<file path="config.mk">
export PLATFORM = sky130hd
export DESIGN_NAME = pgm_sched
export DESIGN_NICKNAME = d
export VERILOG_FILES = /design/src/rtl/pgm_sched.sv
export SDC_FILE = /design/constraint.sdc
export NUM_CORES = 1
export LEC_CHECK = 0
export CORE_MARGIN = 2
export CORE_UTILIZATION = 52
export CTS_BUF_LIST = sky130_fd_sc_hd__clkbuf_4 sky130_fd_sc_hd__clkbuf_8
export DETAILED_ROUTE_END_ITERATION = 10
export PLACE_DENSITY = 0.82
export SLEW_MARGIN = 25
export SYNTH_ARGS = -nofsm -noshare
export SYNTH_HDL_FRONTEND = slang
export SYNTH_SLANG_ARGS = --single-unit
export TNS_END_PERCENT = 1
</file>
<file path="constraint.sdc">
create_clock -name clk -period 4.2 [get_ports clk]
set_clock_uncertainty 0.15 [all_clocks]
set_input_delay 0.42 -clock clk [delete_from_list [all_inputs] [get_ports clk]]
set_output_delay 0.42 -clock clk [all_outputs]
set_load 0.02 [all_outputs]
</file>
<file path="src/rtl/pgm_sched.sv">
// Run controller for the packet generator: decodes config words on the cin/cout chain,
// holds the run registers and paces generate requests with a programmable gap.
module pgm_sched #(
    parameter logic [7:0] MODULE_ID = 8'd70,
    parameter int         CNT_W     = 32
) (
    input  logic         clk,
    input  logic         rst_n,
    input  logic [133:0] cin_sched_data,
    input  logic         cin_sched_data_wr,
    output logic         cout_sched_ready,
    output logic [133:0] cout_sched_data,
    output logic         cout_sched_data_wr,
    input  logic         cin_sched_ready,
    output logic         out_sched_gen_req,
    input  logic         in_sched_gen_done,
    input  logic         in_sched_alf,
    output logic         out_sched_sent_start_flag,
    output logic         out_sched_sent_finish_flag,
    output logic         out_sched_busy
);

    localparam logic [7:0] ADDR_CTRL    = 8'd61;
    localparam logic [7:0] ADDR_GAP     = 8'd62;
    localparam logic [7:0] ADDR_PKT_NUM = 8'd63;

    typedef enum logic [2:0] {
        ST_IDLE  = 3'd0,
        ST_START = 3'd1,
        ST_ISSUE = 3'd2,
        ST_WAIT  = 3'd3,
        ST_GAP   = 3'd4,
        ST_FIN   = 3'd5
    } state_t;

    function automatic logic [CNT_W-1:0] masked_merge(
        input logic [CNT_W-1:0] old_val,
        input logic [CNT_W-1:0] new_val,
        input logic [CNT_W-1:0] mask
    );
        return (old_val & ~mask) | (new_val & mask);
    endfunction

    state_t             state_r;
    state_t             state_nx_s;
    logic [CNT_W-1:0]   gap_r;
    logic [CNT_W-1:0]   pkt_num_r;
    logic [CNT_W-1:0]   pkt_run_r;
    logic [CNT_W-1:0]   sent_cnt_r;
    logic [CNT_W-1:0]   gap_cnt_r;
    logic               stop_r;

    logic               cfg_wr_s;
    logic [7:0]         addr_s;
    logic [CNT_W-1:0]   mask_s;
    logic [CNT_W-1:0]   wdata_s;
    logic               start_wr_s;
    logic               sent_inc_s;
    logic               gap_load_s;
    logic [CNT_W:0]     sent_p1_s;

    assign addr_s    = cin_sched_data[103:96];
    assign mask_s    = CNT_W'(cin_sched_data[63:32]);
    assign wdata_s   = CNT_W'(cin_sched_data[31:0]);
    assign cfg_wr_s  = cin_sched_data_wr
                       && (cin_sched_data[133:132] == 2'b01)
                       && cin_sched_data[127]
                       && (cin_sched_data[126:124] == 3'b010)
                       && (cin_sched_data[111:104] == MODULE_ID);
    // start is a strobe: it never lands in a register, it only kicks the FSM
    assign start_wr_s = cfg_wr_s && (addr_s == ADDR_CTRL) && mask_s[0] && wdata_s[0];
    assign sent_p1_s  = {1'b0, sent_cnt_r} + {{CNT_W{1'b0}}, 1'b1};

    // Next-state logic for the run FSM
    always_comb begin
        state_nx_s = state_r;
        sent_inc_s = 1'b0;
        gap_load_s = 1'b0;
        case (state_r)
            ST_IDLE: begin
                if (start_wr_s) begin
                    state_nx_s = ST_START;
                end else begin
                    state_nx_s = ST_IDLE;
                end
            end
            ST_START: begin
                if (pkt_run_r == {CNT_W{1'b0}}) begin
                    state_nx_s = ST_FIN;
                end else begin
                    state_nx_s = ST_ISSUE;
                end
            end
            ST_ISSUE: begin
                if (!in_sched_alf) begin
                    state_nx_s = ST_WAIT;
                end else begin
                    state_nx_s = ST_ISSUE;
                end
            end
            ST_WAIT: begin
                if (in_sched_gen_done) begin
                    sent_inc_s = 1'b1;
                    if ((sent_p1_s == {1'b0, pkt_run_r}) || stop_r) begin
                        state_nx_s = ST_FIN;
                    end else if (gap_r != {CNT_W{1'b0}}) begin
                        state_nx_s = ST_GAP;
                        gap_load_s = 1'b1;
                    end else begin
                        state_nx_s = ST_ISSUE;
                    end
                end else begin
                    state_nx_s = ST_WAIT;
                end
            end
            ST_GAP: begin
                if (stop_r) begin
                    state_nx_s = ST_FIN;
                end else if (gap_cnt_r <= {{(CNT_W-1){1'b0}}, 1'b1}) begin
                    state_nx_s = ST_ISSUE;
                end else begin
                    state_nx_s = ST_GAP;
                end
            end
            ST_FIN: begin
                state_nx_s = ST_IDLE;
            end
            default: begin
                state_nx_s = ST_IDLE;
            end
        endcase
    end

    // State, registered outputs, config registers and run counters
    always_ff @(posedge clk) begin
        if (!rst_n) begin
            state_r                    <= ST_IDLE;
            out_sched_gen_req          <= 1'b0;
            out_sched_sent_start_flag  <= 1'b0;
            out_sched_sent_finish_flag <= 1'b0;
            out_sched_busy             <= 1'b0;
            cout_sched_data            <= 134'd0;
            cout_sched_data_wr         <= 1'b0;
            cout_sched_ready           <= 1'b0;
            gap_r                      <= {CNT_W{1'b0}};
            pkt_num_r                  <= {CNT_W{1'b0}};
            pkt_run_r                  <= {CNT_W{1'b0}};
            sent_cnt_r                 <= {CNT_W{1'b0}};
            gap_cnt_r                  <= {CNT_W{1'b0}};
            stop_r                     <= 1'b0;
        end else begin
            state_r                    <= state_nx_s;
            out_sched_gen_req          <= (state_r == ST_ISSUE) && (state_nx_s == ST_WAIT);
            out_sched_sent_start_flag  <= (state_nx_s == ST_START);
            out_sched_sent_finish_flag <= (state_nx_s == ST_FIN);
            out_sched_busy             <= (state_nx_s != ST_IDLE);
            cout_sched_data            <= cin_sched_data;
            cout_sched_data_wr         <= cin_sched_data_wr;
            cout_sched_ready           <= cin_sched_ready;

            if (cfg_wr_s && (addr_s == ADDR_GAP)) begin
                gap_r <= masked_merge(gap_r, wdata_s, mask_s);
            end
            if (cfg_wr_s && (addr_s == ADDR_PKT_NUM)) begin
                pkt_num_r <= masked_merge(pkt_num_r, wdata_s, mask_s);
            end
            // FIN retires the stop request so the next run starts clean
            if (state_r == ST_FIN) begin
                stop_r <= 1'b0;
            end else if (cfg_wr_s && (addr_s == ADDR_CTRL) && mask_s[1]) begin
                stop_r <= wdata_s[1];
            end

            if ((state_r == ST_IDLE) && (state_nx_s == ST_START)) begin
                pkt_run_r  <= pkt_num_r;
                sent_cnt_r <= {CNT_W{1'b0}};
            end else if (sent_inc_s && (sent_cnt_r != {CNT_W{1'b1}})) begin
                sent_cnt_r <= sent_p1_s[CNT_W-1:0];
            end

            if (gap_load_s) begin
                gap_cnt_r <= gap_r;
            end else if ((state_r == ST_GAP) && (gap_cnt_r != {CNT_W{1'b0}})) begin
                gap_cnt_r <= gap_cnt_r - {{(CNT_W-1){1'b0}}, 1'b1};
            end
        end
    end

endmodule

</file>
==> flow_results.org <==
** Synthesis
- Share of async-settable or async-resettable flops after synthesis :: 0%
- Summing every instance area after synthesis gives 12400 sq um.
- Counting flops and latches in the post-synthesis netlist gives between 300 and 400.
- During synthesis, Yosys emitted a total of 0 warnings.
- Sequential cells were found to cover 49.2% of the synthesized design area.
- Net count after synthesis :: 1537
- In the synthesized netlist the dominant register cell turns out to be dfxtp_1.
- Gate Count Post-Synth :: ~1400
- Number of library cell types mapped by synthesis :: 73
- Number of flops mapped to enable cells by yosys :: 0
- Avg Synthesized Cell Area :: 8.87 sq um

** Worst setup path
- Internal reg-to-reg setup slack :: 0.35 ns
- For the worst setup path, the data required time is 4.53 ns.
- The slowest stage of the critical path belongs to the cell or4_1.
- Cell breakdown of the critical path :: nand4_2 -> or4_1 -> o21ai_2 -> a21oi_1 -> or4_4 -> or3_1 -> buf_4 -> and3_1 -> o31a_1
- Number of cells on the worst reg-to-reg path :: 9
- STA classifies the critical path endpoint as a flop.
- The largest single stage delay on the critical path is ~0.77 ns.
- Maximum fanout along the worst path :: 28
- Launching point of the worst reg2reg path :: sent_cnt_r[3]
- Critical Path Source Type :: flop
- Worst reg2reg endpoint :: gap_cnt_r[19]
- Critical path class :: reg2reg
- STA puts the critical path data arrival time at 4.18 ns.

** Global routing
- For met3 alone, demand over resource in global routing was between 3 and 4%.
- Via count of the first global-routing pass :: 10461
- Global routing used 28.3% of the available tracks.
- Number of antenna violations at the first check in global routing :: 0
- For met1 alone, demand over resource in global routing was 37.6%.
- Met2 Resource Use GR :: a little under half
- The first global-routing pass estimated about 56 mm of wire.
- Summed over all layers, the global routing overflow is 0.
- Maximum number of pins on one net before global-route repair :: ~110
- Top Usage Layer GRT :: met2

** Clock tree
- H-tree levels :: 2
- At the later pin of the worst-skew pair, clock insertion delay measures 0.59 ns.
- The number of hold buffers added after CTS was 0.
- Root Buffer :: clkbuf_8
- TritonCTS built the clock tree.
- Number of buffers inserted by post-CTS setup repair :: 0
- Cells resized by post-CTS repair :: 0
- The number of clock buffers added by TritonCTS is 51.
- Counting along the longest clock path gives a buffer depth of 3.
- Clock transition time at the flip-flop clock pins of the worst setup and hold paths :: 0.06 ns
- Sinks on Clock Net :: 304

** Finish
- Non-filler cells in the finished layout :: 2018
- Ant diodes :: 0
- For this run, the post-layout net count is 1803.
- The library cell used most frequently in the layout, excluding fill and tap cells, is dfxtp_1.
- Signed area change from the synthesized netlist to the final layout :: 33.6%
- Ratio of cells with drive above 1 in the final layout :: 7.65%
- In the layout the commonest cells are dfxtp_1 (304), clkdlybuf4s50_1 (278), nand2_1 (180), and2_1 (143), a21oi_1 (94).

** STA
- For the pin with the worst max-slew slack, the measured transition is just over 1 ns.
- Setup violations remaining at the end of the flow were counted as 0.
- The final count of hold timing violations is 0.
- The clock period could shrink to 3.85 ns.
- In the finished design, the share of the clock period the worst path needs comes to 91.7%.
- Total negative slack for setup checks :: 0 ns
- Headroom to the max-slew limit came out at 31.3%.
- Unrepaired setup endpoints after global routing :: false
- Upper clock frequency limit :: 0.260 GHz
- The number of pins with negative max-slew slack in the final report is 0.

** Route
- TritonRoute pass-1 iters :: 6
- In this run the remaining antenna-violating nets after routing total 0.
- DRC violations left :: 0
- Summed over all layers, the routed wires come to 36.1 mm.
- Ratio of routed vias to standard cells :: 5.57
- Routed wire per std cell :: 17.9 um
- DRT iter0 DRCs :: 855
- Across all layers, the routed design uses 11239 vias.

** Placed design
- Routability congestion estimate from global placement :: 0.933
- Placed wire-length estimate :: 25.8 mm
- Counting tap cells, the placed design contains a total of 1926 instances.
- Input and output buffers added on the ports amount to 279.

** Die
- Die X :: 158 um
- The floorplan step set the die height to 158 um.
- Area of the core :: 23400 sq um
- Pin placement for this block handled 280 I/O pins.
- The die covers approximately 25000 sq um.
- Number of standard-cell rows in the floorplan :: 56
- Starting density of the core :: a little over half

** Worst hold path
- Hold Crit Endpoint :: gap_cnt_r[10]
- Counting instances, the worst hold path has a depth of 2.
- Worst Min Path Start :: rst_n
- The path class of the tightest hold or removal check is in2reg.

** Pwr
- VDD sags by at most roughly 0.26 mV.
- For this design the ratio of total power to cell area is between 300 and 400 nW/um^2.
- For this design the static power due to leakage is 5.98 nW.

** Status
- Result of the run :: completed

** Job
- The tool flagged a number of max-cap violations equal to 0.
[stage by stage]
stage / area [sq um] / utilization, % / setup slack [ns] / hold slack, ns / total power, mW
3_3_place_gp: 15400 / 65.8 / 0.482 / 0.292 / 3.52
6_report: 16500 / 70.6 / 0.350 / 0.176 / 6.27
2_1_floorplan: 12400 / - / 0.794 / 0.286 / 3.20
5_1_grt: 16500 / 70.6 / 0.229 / 0.184 / 6.47
3_5_place_dp: 15400 / 65.8 / 0.461 / 0.299 / 3.53
4_1_cts: 16500 / 70.6 / 0.433 / 0.147 / 6.32
[report_power, final]
part / internal (mW) / switching, mW
logic: 0.265 / 0.233
clock network: 1.64 / 1.16
registers: 2.95 / 0.0169
[layout make-up]
type | instances | area [sq um]
Clock inverter | 7 | 66.3
Tap cell | 319 | 399
Clock buffer | 85 | 1050
Timing Repair Buffer | 295 | 2960
Sequential cell | 304 | 6090
Fill cell | 1832 | 6890
Multi-Input combinational cell | 994 | 5900
Inverter | 14 | 53.8
[per-layer routing]
layer | share of wire [%] | vias up | wire, um
met2 | 49 | 421 | 17800
met5 | 0 | - | 0
met4 | 2.6 | 0 | 920
met1 | 42 | 5337 | 15100
li1 | - | 5408 | -
met3 | 6.2 | 73 | 2240
[how the worst max path moves through the flow]
stage | from | endpoint | slack [ns] | cells after the start
after detailed placement | sent_cnt_r[3] | gap_cnt_r[21] | 0.46 | 9
after floorplan | sent_cnt_r[1] | gap_cnt_r[7] | 0.79 | 12
after global placement | sent_cnt_r[3] | gap_cnt_r[19] | 0.48 | 9
final | sent_cnt_r[3] | gap_cnt_r[19] | 0.35 | 9
after CTS | sent_cnt_r[3] | gap_cnt_r[21] | 0.43 | 9
after global routing | sent_cnt_r[3] | gap_cnt_r[28] | 0.23 | 10
[cell usage after synthesis (all sizes together) (4+ instances only)]
cell | count | area, sq um
mux2i | 35 | 350
o221ai | 4 | 35.0
nor4 | 33 | 213
a31oi | 13 | 81.3
nand2b | 8 | 50.1
nand4b | 5 | 43.8
nand3b | 4 | 30.0
dfxtp | 304 | 6090
clkbuf | 63 | 236
or3 | 20 | 125
o31a | 6 | 52.6
xnor2 | 36 | 315
nor2b | 7 | 43.8
nand2 | 180 | 676
inv | 14 | 52.6
o2111ai | 5 | 43.8
nor3 | 34 | 175
a311oi | 4 | 35.0
nor2 | 94 | 353
o311a | 4 | 40.0
and2 | 143 | 895
and3 | 13 | 81.3
or4 | 10 | 82.6
a21oi | 94 | 470
and4 | 8 | 70.1
o21a | 6 | 45.0
o21ai | 20 | 104
a211oi | 11 | 92.6
xor2 | 32 | 280
nand3 | 86 | 430
o211ai | 12 | 90.1
buf | 19 | 111
nand4 | 21 | 153
[cells by family after synthesis]
| kind of cell | after synthesis | share of synthesized area [%] |
|---|---|---|
| AOI/OAI and AO/OA | 210 | 11.1 |
| xor gates and xnor gates | 68 | 4.82 |
| adders and majority gates | 3 | 0.304 |
| buffers and inverters | 96 | 3.24 |
| DFF | 304 | 49.2 |
| muxes | 35 | 2.83 |
| and+or+nand+nor | 678 | 28.5 |
[worst max-delay path, delay by kind of cell (launching register included)]
| family | cells | cell delay [ns] |
|---|---|---|
| compound gates | 3 | 0.51 |
| buf+inv | 1 | 0.26 |
| flops | 1 | 0.50 |
| simple gates | 5 | 2.31 |
Note: power is estimated with default switching activity, not from simulation.
